$ cat src/rtl/rr_mux_arbiter_pkg.sv
// Shared definitions for the round-robin 4-input mux arbiter.
// Holds requester count, select width, counter width, FSM state encoding
// and a small index helper used by the top module.
package rr_mux_arbiter_pkg;

    // Number of requesters sharing the data path and width of an index into them.
    localparam int N_REQ = 4;
    localparam int SEL_W = 2;

    // Beat counter width: large enough for MAX_BURST up to 255.
    localparam int CNT_W = 8;

    // Two-state arbiter FSM.
    typedef enum logic {
        ST_IDLE  = 1'b0,
        ST_GRANT = 1'b1
    } state_t;

    // Next requester index after idx. The natural 2-bit wrap gives 3 -> 0.
    function automatic logic [SEL_W-1:0] next_idx(input logic [SEL_W-1:0] idx);
        return idx + SEL_W'(1);
    endfunction

endpackage

$ cat src/rtl/rr_mux_arbiter_pick4.sv
// Combinational round-robin picker for four requesters.
// Scans Req starting at Ptr, then Ptr+1, ... (mod 4) and reports the first
// set bit as Winner. Any flags that at least one request is present.
module rr_pick4
    import rr_mux_arbiter_pkg::*;
(
    input  logic [N_REQ-1:0] Req,
    input  logic [SEL_W-1:0] Ptr,
    output logic [SEL_W-1:0] Winner,
    output logic             Any
);

    logic [SEL_W-1:0] idx;

    // Scan from the farthest offset back to Ptr so the closest set bit is assigned last and wins.
    always_comb begin
        // NOTE: every output of a combinational block gets a default first; a path that leaves it unassigned infers a latch.
        Winner = Ptr;
        idx    = Ptr;
        for (int k = N_REQ - 1; k >= 0; k--) begin
            idx = Ptr + SEL_W'(k);
            if (Req[idx]) begin
                Winner = idx;
            end
        end
    end

    assign Any = |Req;

endmodule

$ cat src/rtl/rr_mux_arbiter.sv
// Round-robin arbiter and sequencer for a shared 4-input data path.
// One requester owns the path for a whole packet (or until MAX_BURST beats,
// or until it drops its request). Granted beats are captured into a
// one-entry output register that drives a valid/ready channel.
module rr_mux_arbiter
    import rr_mux_arbiter_pkg::*;
#(
    parameter int WIDTH     = 32,
    parameter int MAX_BURST = 8
) (
    input  logic                   Clk,
    input  logic                   Resetn,
    input  logic [N_REQ-1:0]       Req,
    input  logic [N_REQ-1:0]       Last,
    input  logic [N_REQ*WIDTH-1:0] In,
    output logic [N_REQ-1:0]       Gnt,
    output logic [SEL_W-1:0]       Sel,
    output logic [WIDTH-1:0]       Out_Data,
    output logic                   Out_Valid,
    output logic                   Out_Last,
    output logic [SEL_W-1:0]       Out_Src,
    input  logic                   Out_Ready
);

    // Beat count at which the owner is forced to release the path.
    localparam logic [CNT_W-1:0] BURST_LAST = CNT_W'(MAX_BURST - 1);

    state_t           state;
    state_t           state_next;
    logic [SEL_W-1:0] ptr;
    logic [CNT_W-1:0] beat_cnt;

    logic [SEL_W-1:0] winner;
    logic             any_req;

    logic             owner_req;
    logic             owner_last;
    logic [WIDTH-1:0] beat_data;
    logic             can_load;
    logic             xfer;
    logic             burst_end;
    logic             release_now;

    // Round-robin choice among current requests; only consumed while IDLE.
    rr_pick4 u_pick (
        .Req    (Req),
        .Ptr    (ptr),
        .Winner (winner),
        .Any    (any_req)
    );

    // The owner's request, last flag and data are only ever seen through Sel.
    assign owner_req  = Req[Sel];
    assign owner_last = Last[Sel];

    // 4:1 slice select of the requester data bus driven by Sel.
    always_comb begin
        beat_data = '0;
        for (int i = 0; i < N_REQ; i++) begin
            if (Sel == SEL_W'(i)) begin
                beat_data = In[i*WIDTH +: WIDTH];
            end
        end
    end

    // The output register can take a beat when empty or being drained this cycle.
    assign can_load  = !Out_Valid || Out_Ready;
    assign xfer      = (state == ST_GRANT) && owner_req && can_load;
    assign burst_end = (beat_cnt == BURST_LAST);

    // Release on the packet's last beat, on the burst limit, or when the owner abandons.
    assign release_now = (state == ST_GRANT) &&
                         (!owner_req || (xfer && (owner_last || burst_end)));

    // Next-state logic and the grant vector; Gnt depends only on state, Sel and the output handshake.
    always_comb begin
        state_next = state;
        Gnt        = '0;
        case (state)
            ST_IDLE: begin
                if (any_req) begin
                    state_next = ST_GRANT;
                end
            end
            ST_GRANT: begin
                Gnt[Sel] = can_load;
                if (release_now) begin
                    state_next = ST_IDLE;
                end
            end
            default: begin
                state_next = ST_IDLE;
            end
        endcase
    end

    // State register.
    always_ff @(posedge Clk or negedge Resetn) begin
        // NOTE: sequential state uses non-blocking assignments so every flop samples pre-edge values.
        if (!Resetn) begin
            state <= ST_IDLE;
        end else begin
            state <= state_next;
        end
    end

    // Owner select, round-robin pointer and beat counter. Sel holds through IDLE.
    always_ff @(posedge Clk or negedge Resetn) begin
        if (!Resetn) begin
            Sel      <= '0;
            ptr      <= '0;
            beat_cnt <= '0;
        end else begin
            if (state == ST_IDLE && any_req) begin
                Sel      <= winner;
                beat_cnt <= '0;
            end else if (xfer) begin
                beat_cnt <= beat_cnt + CNT_W'(1);
            end
            if (release_now) begin
                ptr <= next_idx(Sel);
            end
        end
    end

    // One-entry output stage: a new beat wins over a same-cycle consume.
    always_ff @(posedge Clk or negedge Resetn) begin
        // NOTE: the data register is reset too, so a beat in flight is discarded and the bus reads 0 after reset.
        if (!Resetn) begin
            Out_Data  <= '0;
            Out_Last  <= 1'b0;
            Out_Src   <= '0;
            Out_Valid <= 1'b0;
        end else if (xfer) begin
            Out_Data  <= beat_data;
            Out_Last  <= owner_last;
            Out_Src   <= Sel;
            Out_Valid <= 1'b1;
        end else if (Out_Ready) begin
            Out_Valid <= 1'b0;
        end
    end

endmodule
$ cat config.mk
export PLATFORM = sky130hd
export DESIGN_NAME = rr_mux_arbiter
export DESIGN_NICKNAME = d
export VERILOG_FILES = /design/src/rtl/rr_mux_arbiter_pkg.sv /design/src/rtl/rr_mux_arbiter_pick4.sv /design/src/rtl/rr_mux_arbiter.sv
export SDC_FILE = /design/constraint.sdc
export NUM_CORES = 1
export LEC_CHECK = 0
export CAP_MARGIN = 20
export CELL_PAD_IN_SITES_DETAIL_PLACEMENT = 0
export CELL_PAD_IN_SITES_GLOBAL_PLACEMENT = 1
export CORE_MARGIN = 2
export CORE_UTILIZATION = 26
export DETAILED_ROUTE_END_ITERATION = 6
export PLACE_DENSITY = 0.82
export SKIP_LAST_GASP = 1
export SLEW_MARGIN = 20
export SYNTH_ARGS = -nofsm -noshare
export SYNTH_HDL_FRONTEND = slang
export SYNTH_SLANG_ARGS = --single-unit
$ cat constraint.sdc
create_clock -name Clk -period 2.3 [get_ports Clk]
set_input_delay 0.23 -clock Clk [delete_from_list [all_inputs] [get_ports Clk]]
set_output_delay 0.23 -clock Clk [all_outputs]
set_load 0.02 [all_outputs]
==> results of run 1 <==
## area by class of cell
class / count / area (um^2) / share of cell area (%)
Timing Repair Buffer: 194 / 1930 / 37.0
Multi-Input combinational cell: 282 / 1680 / 32.1
Sequential cell: 49 / 1230 / 23.5
Tap cell: 143 / 179 / 3.43
Clock buffer: 6 / 139 / 2.66
Clock inverter: 2 / 37.5 / 0.720
Inverter: 7 / 26.3 / 0.504
## logic make-up (layout without fill, tap and decap cells)
| logic type | after synthesis | in the layout | synth area share (%) |
|---|---|---|---|
| fa+ha+maj | 5 | 5 | 2.05 |
| xor+xnor | 6 | 6 | 1.72 |
| buf+inv | 40 | 209 | 5.53 |
| simple gates | 129 | 129 | 21.5 |
| mux | 5 | 5 | 2.29 |
| flops | 49 | 49 | 40.1 |
| compound gates | 137 | 137 | 26.8 |
## registers in the layout (all words and copies together), names as in the netlist
signal     count
Sel            2
ptr            2
beat_cnt       8
Out_Src        2
state          1
Out_Last       1
Out_Valid      1
Out_Data      32
## critical path, delay by kind of cell, from the launching register on
kind,cells,cell delay [ns]
simple gates,1,0.17
buf+inv,2,0.76
flops,1,0.48
fa+ha+maj,1,0.24
## synthesized netlist by cell type, drive strengths merged
cell,number
a21oi,58
dfrtp,49
nand2,47
o21ai,39
clkbuf,25
nor3,23
nor2b,22
a221oi,21
nand3b,11
o21a,11
nor2,10
buf,8
inv,7
and3,5
ha,5
o22ai,4
xnor2,4
mux2,3
nand3,3
a31oi,2
nor4,2
or3,2
xor2,2
a222oi,1
and2,1
mux2i,1
mux4,1
nand4,1
o221ai,1
or2b,1
or4,1
## timing repair
item / CTS / global route
endpoints found under the hold margin: 0 / 0
hold buffers: 0 / 0
setup endpoints to repair: 0 / 2
resized for setup: 0 / 2
## layer usage
metal	global-route usage (%)	vias up	share of wire, %
met5	0	-	0
met3	4.91	15	9.4
met2	28.2	155	47
met1	19.4	1516	42
li1	-	1671	-
met4	4.31	0	1.6
## where the power goes
group / internal (W) / switching [W] / total [W]
sequential: 0.00123 / 0.000241 / 0.00147
clock: 0.000544 / 0.000339 / 0.000883
combinational: 0.00187 / 0.00216 / 0.00403
## stage by stage
stage	util (%)	std cells	cell area (um^2)	power, W	hold slack (ns)
floorplan	-	371	3060	0.00395	-0.0656
global placement	43.9	675	5030	0.00548	0.375
detailed placement	43.9	675	5030	0.00556	0.390
CTS	45.4	683	5210	0.00647	0.0748
global route	45.5	683	5220	0.00692	0.115
finish	45.5	683	5220	0.00638	0.0485
## final timing paths
kind / start / end / slack, ns / cells after the start
max: Sel[1]$_DFFE_PN0P_ / Gnt[0] / 0.12 / 4
min: Resetn / Out_Data[23]$_DFFE_PN0P_ / 0.05 / 2
max reg2reg: beat_cnt[5]$_DFFE_PN0P_ / ptr[1]$_DFFE_PN0P_ / 0.30 / 5
min reg2reg: Out_Data[12]$_DFFE_PN0P_ / Out_Data[12]$_DFFE_PN0P_ / 0.48 / 2
max in group asynchronous: Resetn / Sel[1]$_DFFE_PN0P_ / 1.81 / 2
min in group Clk: Out_Data[12]$_DFFE_PN0P_ / Out_Data[12]$_DFFE_PN0P_ / 0.48 / 2
==> summary.md, run 1 <==
| Metric | Value |
|---|---|
| Outcome | completed |
| Yosys reg bits | 49 |
| ANT cells | 0 |
| Worst EP required | 2.07 ns |
| Final HPWL DP | 7.77 mm |
| Top post-synthesis cells by area | dfrtp_1 40%, a21oi_1 9.5%, a221oi_1 6.0% |
| Clock slew at reported path FFs | 0.08 ns |
| Max-slew headroom | 57.6% |
| Antenna-violating nets left | 0 |
| Clk root buf | clkbuf_16 |
| Cell area after synthesis | 3060 um^2 |
| Avg Inst Size Synth | 8.24 um^2 |
| Crit path time final | 2.18 ns |
| Final Hold Vio Count | 0 |
| Synth cell types | 39 |
| Seq/Total Area, Yosys | 40.1% |
| Share of layout cells above drive strength 1 | 6.67% |
| IO Count | 181 |
| Setup WS pre-CTS | 0.218 ns |
| CP max FO | 7 |
| Max-Cap Viols | 0 |
| Filler cells | 1121 |
| Vias post-DR | 3357 |
| I/O Buffers | 180 |
| Pre-antenna DRT Iters | 5 |
| Synth warn | 0 |
| Data arrival, critical path | 1.95 ns |
| Max stage delay on crit path | 0.61 ns |
| Largest net degree at the start of global routing | 65 |
| Commonest cells after routing, fill and taps aside | 178 x clkdlybuf4s50_1, 58 x a21oi_1, 48 x dfrtp_1, 47 x nand2_1, 36 x o21ai_1 |
| DR vias/cell | 4.92 |
| Tcrit/Tclk final | 94.9% |
| Drt drc | 0 |
| Max Clk Rate | 458 MHz |
| Iter 0 DRT Violations | 108 |
| First-pass GRT wire length | 16.7 mm |
| Post-CTS Setup Bufs | 0 |
| TritonCTS clock tree | done |
| CP startpoint kind | flop |
| Total die area | 12600 um^2 |
| Total gr overflow | 0 |
| Worst VDD drop | 0.576 mV |
| Most common cell after layout, fill and taps aside | clkdlybuf4s50_1 |
| Clock skew | 0.0109 ns |
| PwrDens | 1220 nW/um^2 |
| Vias in the first global route | 3426 |
| Clk_lat worst skew | 0.29 ns |
| Final Worst Setup Slack | 0.116 ns |
| GRT Overall Usage | 16.2% |
| Worst hold path class | input port to asynchronous set/reset pin |
| Max clock buf depth | 2 |
| RSZ-0062 raised after global routing | false |
| Num CTS Buffers | 5 |
| Synth area leader | dfrtp_1 |
| WL per Instance | 15.1 um |
| H-tree levels | 2 |
| Area growth from synthesis to layout | 70.6% |
| Initial Util | 26.7% |
| Die Wd | 112 um |
| Worst-Margin Slew | 0.636 ns |
| Site row count | 39 |
| GPL Wtd Cong | 0.793 |
| Post-synth top area share | 40.1% |
| Core box area | 11500 um^2 |
| Crit path capture type | output port |
| Net Count, Synth | 515 |
| LEAKAGE | 2.06 nW |
| Setup CP Type | flop to output port |
| Initial antenna violation count | 0 |
| Max-slew violations | 0 |
| Clk sinks | 49 |
| Critical Path, Cell by Cell | inv_1, ha_1, and3_1, clkdlybuf4s50_1 |
| Worst path slowest cell | clkdlybuf4s50_1 |
| Die H | 112 um |
| Setup Viol. Count Final | 0 |
| Setup tns final | 0 ns |
| Nets@finish | 683 |
| DRT Wirelength | 10.3 mm |
| Post-Syn Instances | 371 |
Power figures use the tool's default switching activity.
==> run 2: changes to the inputs <==
CAP_MARGIN = 5   (was 20)
CTS_CLUSTER_DIAMETER = 40   (was unset)
==> results of run 2 <==
No change in the layout: final DEF, timing and power equal those of run 1.
==> run 3: changes to the inputs <==
CORE_UTILIZATION = 25   (was 26)
PLACE_DENSITY = 0.79   (was 0.82)
==> summary.md, run 3 (synthesis gave the netlist of run 1 again) <==
| Metric | Value |
|---|---|
| Setup tns final | 0 ns |
| IO Count | 181 |
| Pre-antenna DRT Iters | 4 |
| Final Non-Filler Cells | 692 |
| DR vias/cell | 4.88 |
| Clock slew at reported path FFs | 0.06 ns |
| Vias in the first global route | 3409 |
| Clock skew | 0.00306 ns |
| CP startpoint kind | flop |
| Commonest cells after routing, fill and taps aside | 178 x clkdlybuf4s50_1, 58 x a21oi_1, 49 x dfrtp_1, 47 x nand2_1, 36 x o21ai_1 |
| Most common cell after layout, fill and taps aside | clkdlybuf4s50_1 |
| CP Buf/Inv Count | 2 |
| Core box area | 12000 um^2 |
| Largest registers | Out_Data x32, beat_cnt x8 |
| Total gr overflow | 0 |
| Initial antenna violation count | 1 |
| Crit path time final | 2.11 ns |
| Critical Path, Cell by Cell | inv_1, ha_1, and3_1, clkdlybuf4s50_1 |
| Final HPWL DP | 8.20 mm |
| Worst hold path class | input port to asynchronous set/reset pin |
| Nets@finish | 687 |
| Inst Count DP | 683 |
| Final Cell Area | 5230 um^2 |
| DRT Wirelength | 10.5 mm |
| PwrDens | 1220 nW/um^2 |
| Num CTS Buffers | 5 |
| Max Clk Rate | 474 MHz |
| Max clock buf depth | 2 |
| Clk_lat worst skew | 0.28 ns |
| Drt drc | 0 |
| Vias post-DR | 3374 |
| Final Hold Vio Count | 0 |
| Data arrival, critical path | 1.88 ns |
| Critical path's top delay family | buffers and inverters |
| I/O Buffers | 180 |
| GPL Wtd Cong | 0.751 |
| Final core occ | 43.7% |
| Max reg flops | 32 |
| Clk sinks | 49 |
| Antenna-violating nets left | 0 |
| Largest reg by FF count | Out_Data |
| RSZ-0062 raised after global routing | false |
| Worst VDD drop | 0.563 mV |
| Outcome | completed |
| Area growth from synthesis to layout | 71.2% |
| Iter 0 DRT Violations | 110 |
| GRT Overall Usage | 15.3% |
| Worst EP required | 2.07 ns |
| Max-slew violations | 0 |
| Worst-Margin Slew | 0.609 ns |
| Clk root buf | clkbuf_16 |
| Max-Cap Viols | 0 |
| Max stage delay on crit path | 0.63 ns |
| WL per Instance | 15.1 um |
| Worst path slowest cell | clkdlybuf4s50_1 |
| CP max FO | 4 |
| Die Wd | 115 um |
| Setup Viol. Count Final | 0 |
| Largest net degree at the start of global routing | 50 |
| Site row count | 40 |
| Initial Util | 25.6% |
| Placed Area | 5050 um^2 |
| TritonCTS clock tree | done |
| Crit path capture type | output port |
| Setup CP Type | flop to output port |
| Total die area | 13100 um^2 |
| Die H | 115 um |
| Share of layout cells above drive strength 1 | 6.80% |
| LEAKAGE | 2.08 nW |
| First-pass GRT wire length | 16.2 mm |
| Max-slew headroom | 59.4% |
| H-tree levels | 2 |
| Tcrit/Tclk final | 91.7% |
[run 3: cell count changes in the layout (fill, tap and decap cells not counted)]
cell / previous run / this run
buf_12: 2 / 1
buf_4: 12 / 17
clkbuf_1: 0 / 1
clkinvlp_4: 1 / 0
dfrtp_1: 48 / 49
dfrtp_2: 1 / 0
diode_2: 0 / 1
ha_1: 2 / 3
ha_2: 3 / 2
[run 3: final timing paths]
| path | slack [ns] | endpoint | from | cells past startpoint |
|---|---|---|---|---|
| hold / removal | 0.04 | Out_Data[29]$_DFFE_PN0P_ | Resetn | 2 |
| min in group Clk | 0.48 | Out_Data[11]$_DFFE_PN0P_ | Out_Data[11]$_DFFE_PN0P_ | 2 |
| max in group asynchronous | 1.85 | Out_Data[2]$_DFFE_PN0P_ | Resetn | 2 |
| setup / recovery | 0.19 | Gnt[1] | Sel[1]$_DFFE_PN0P_ | 4 |
| hold reg to reg | 0.48 | Out_Data[11]$_DFFE_PN0P_ | Out_Data[11]$_DFFE_PN0P_ | 2 |
| setup reg to reg | 0.27 | ptr[1]$_DFFE_PN0P_ | beat_cnt[4]$_DFFE_PN0P_ | 5 |
[run 3: layer usage]
metal	up-vias	GRT usage, %	wire length [um]
li1	1678	-	-
met1	1541	17.7	4200
met2	142	27.7	5070
met3	13	4.45	984
met4	0	3.74	204
met5	-	0	0
[run 3: stage by stage]
| step | total power, W | setup slack (ns) | hold WS, ns |
|---|---|---|---|
| after floorplan | 0.00395 | 0.201 | -0.0656 |
| after global placement | 0.00553 | 0.247 | 0.370 |
| after detailed placement | 0.00558 | 0.131 | 0.376 |
| after CTS | 0.00646 | 0.0591 | 0.0679 |
| after global routing | 0.00689 | 0.101 | 0.0998 |
| final | 0.00636 | 0.192 | 0.0409 |
[run 3: layout make-up]
cell class | instances | area [um^2]
fillers | 1185 | 6730
repair buffers | 198 | 1950
multi-input cells | 282 | 1670
flip-flops and latches | 49 | 1230
well taps | 147 | 184
clock buffers | 7 | 143
clock inverters | 1 | 30.0
inverters | 7 | 26.3
diodes | 1 | 2.50
[run 3: worst reg2reg max path, cell delays in order (launching register included)]
cell     delay (ns)
dfrtp_1        0.41
or4_1          0.51
or3_1          0.34
a31oi_2        0.24
o21ai_2        0.11
mux2_4         0.31
[run 3: what timing repair did]
item | in CTS | in global routing
gates resized for setup | 0 | 1
buffers inserted | 0 | 0
setup endpoints to repair | 0 | 1
hold buffers | 0 | 0
[run 3: report_power, final]
part / total, W / internal (W) / switching [W]
Clock: 0.000843 / 0.000543 / 0.000300
Combinational: 0.00407 / 0.00189 / 0.00218
Sequential: 0.00144 / 0.00123 / 0.000218
Total: 0.00636 / 0.00366 / 0.00270
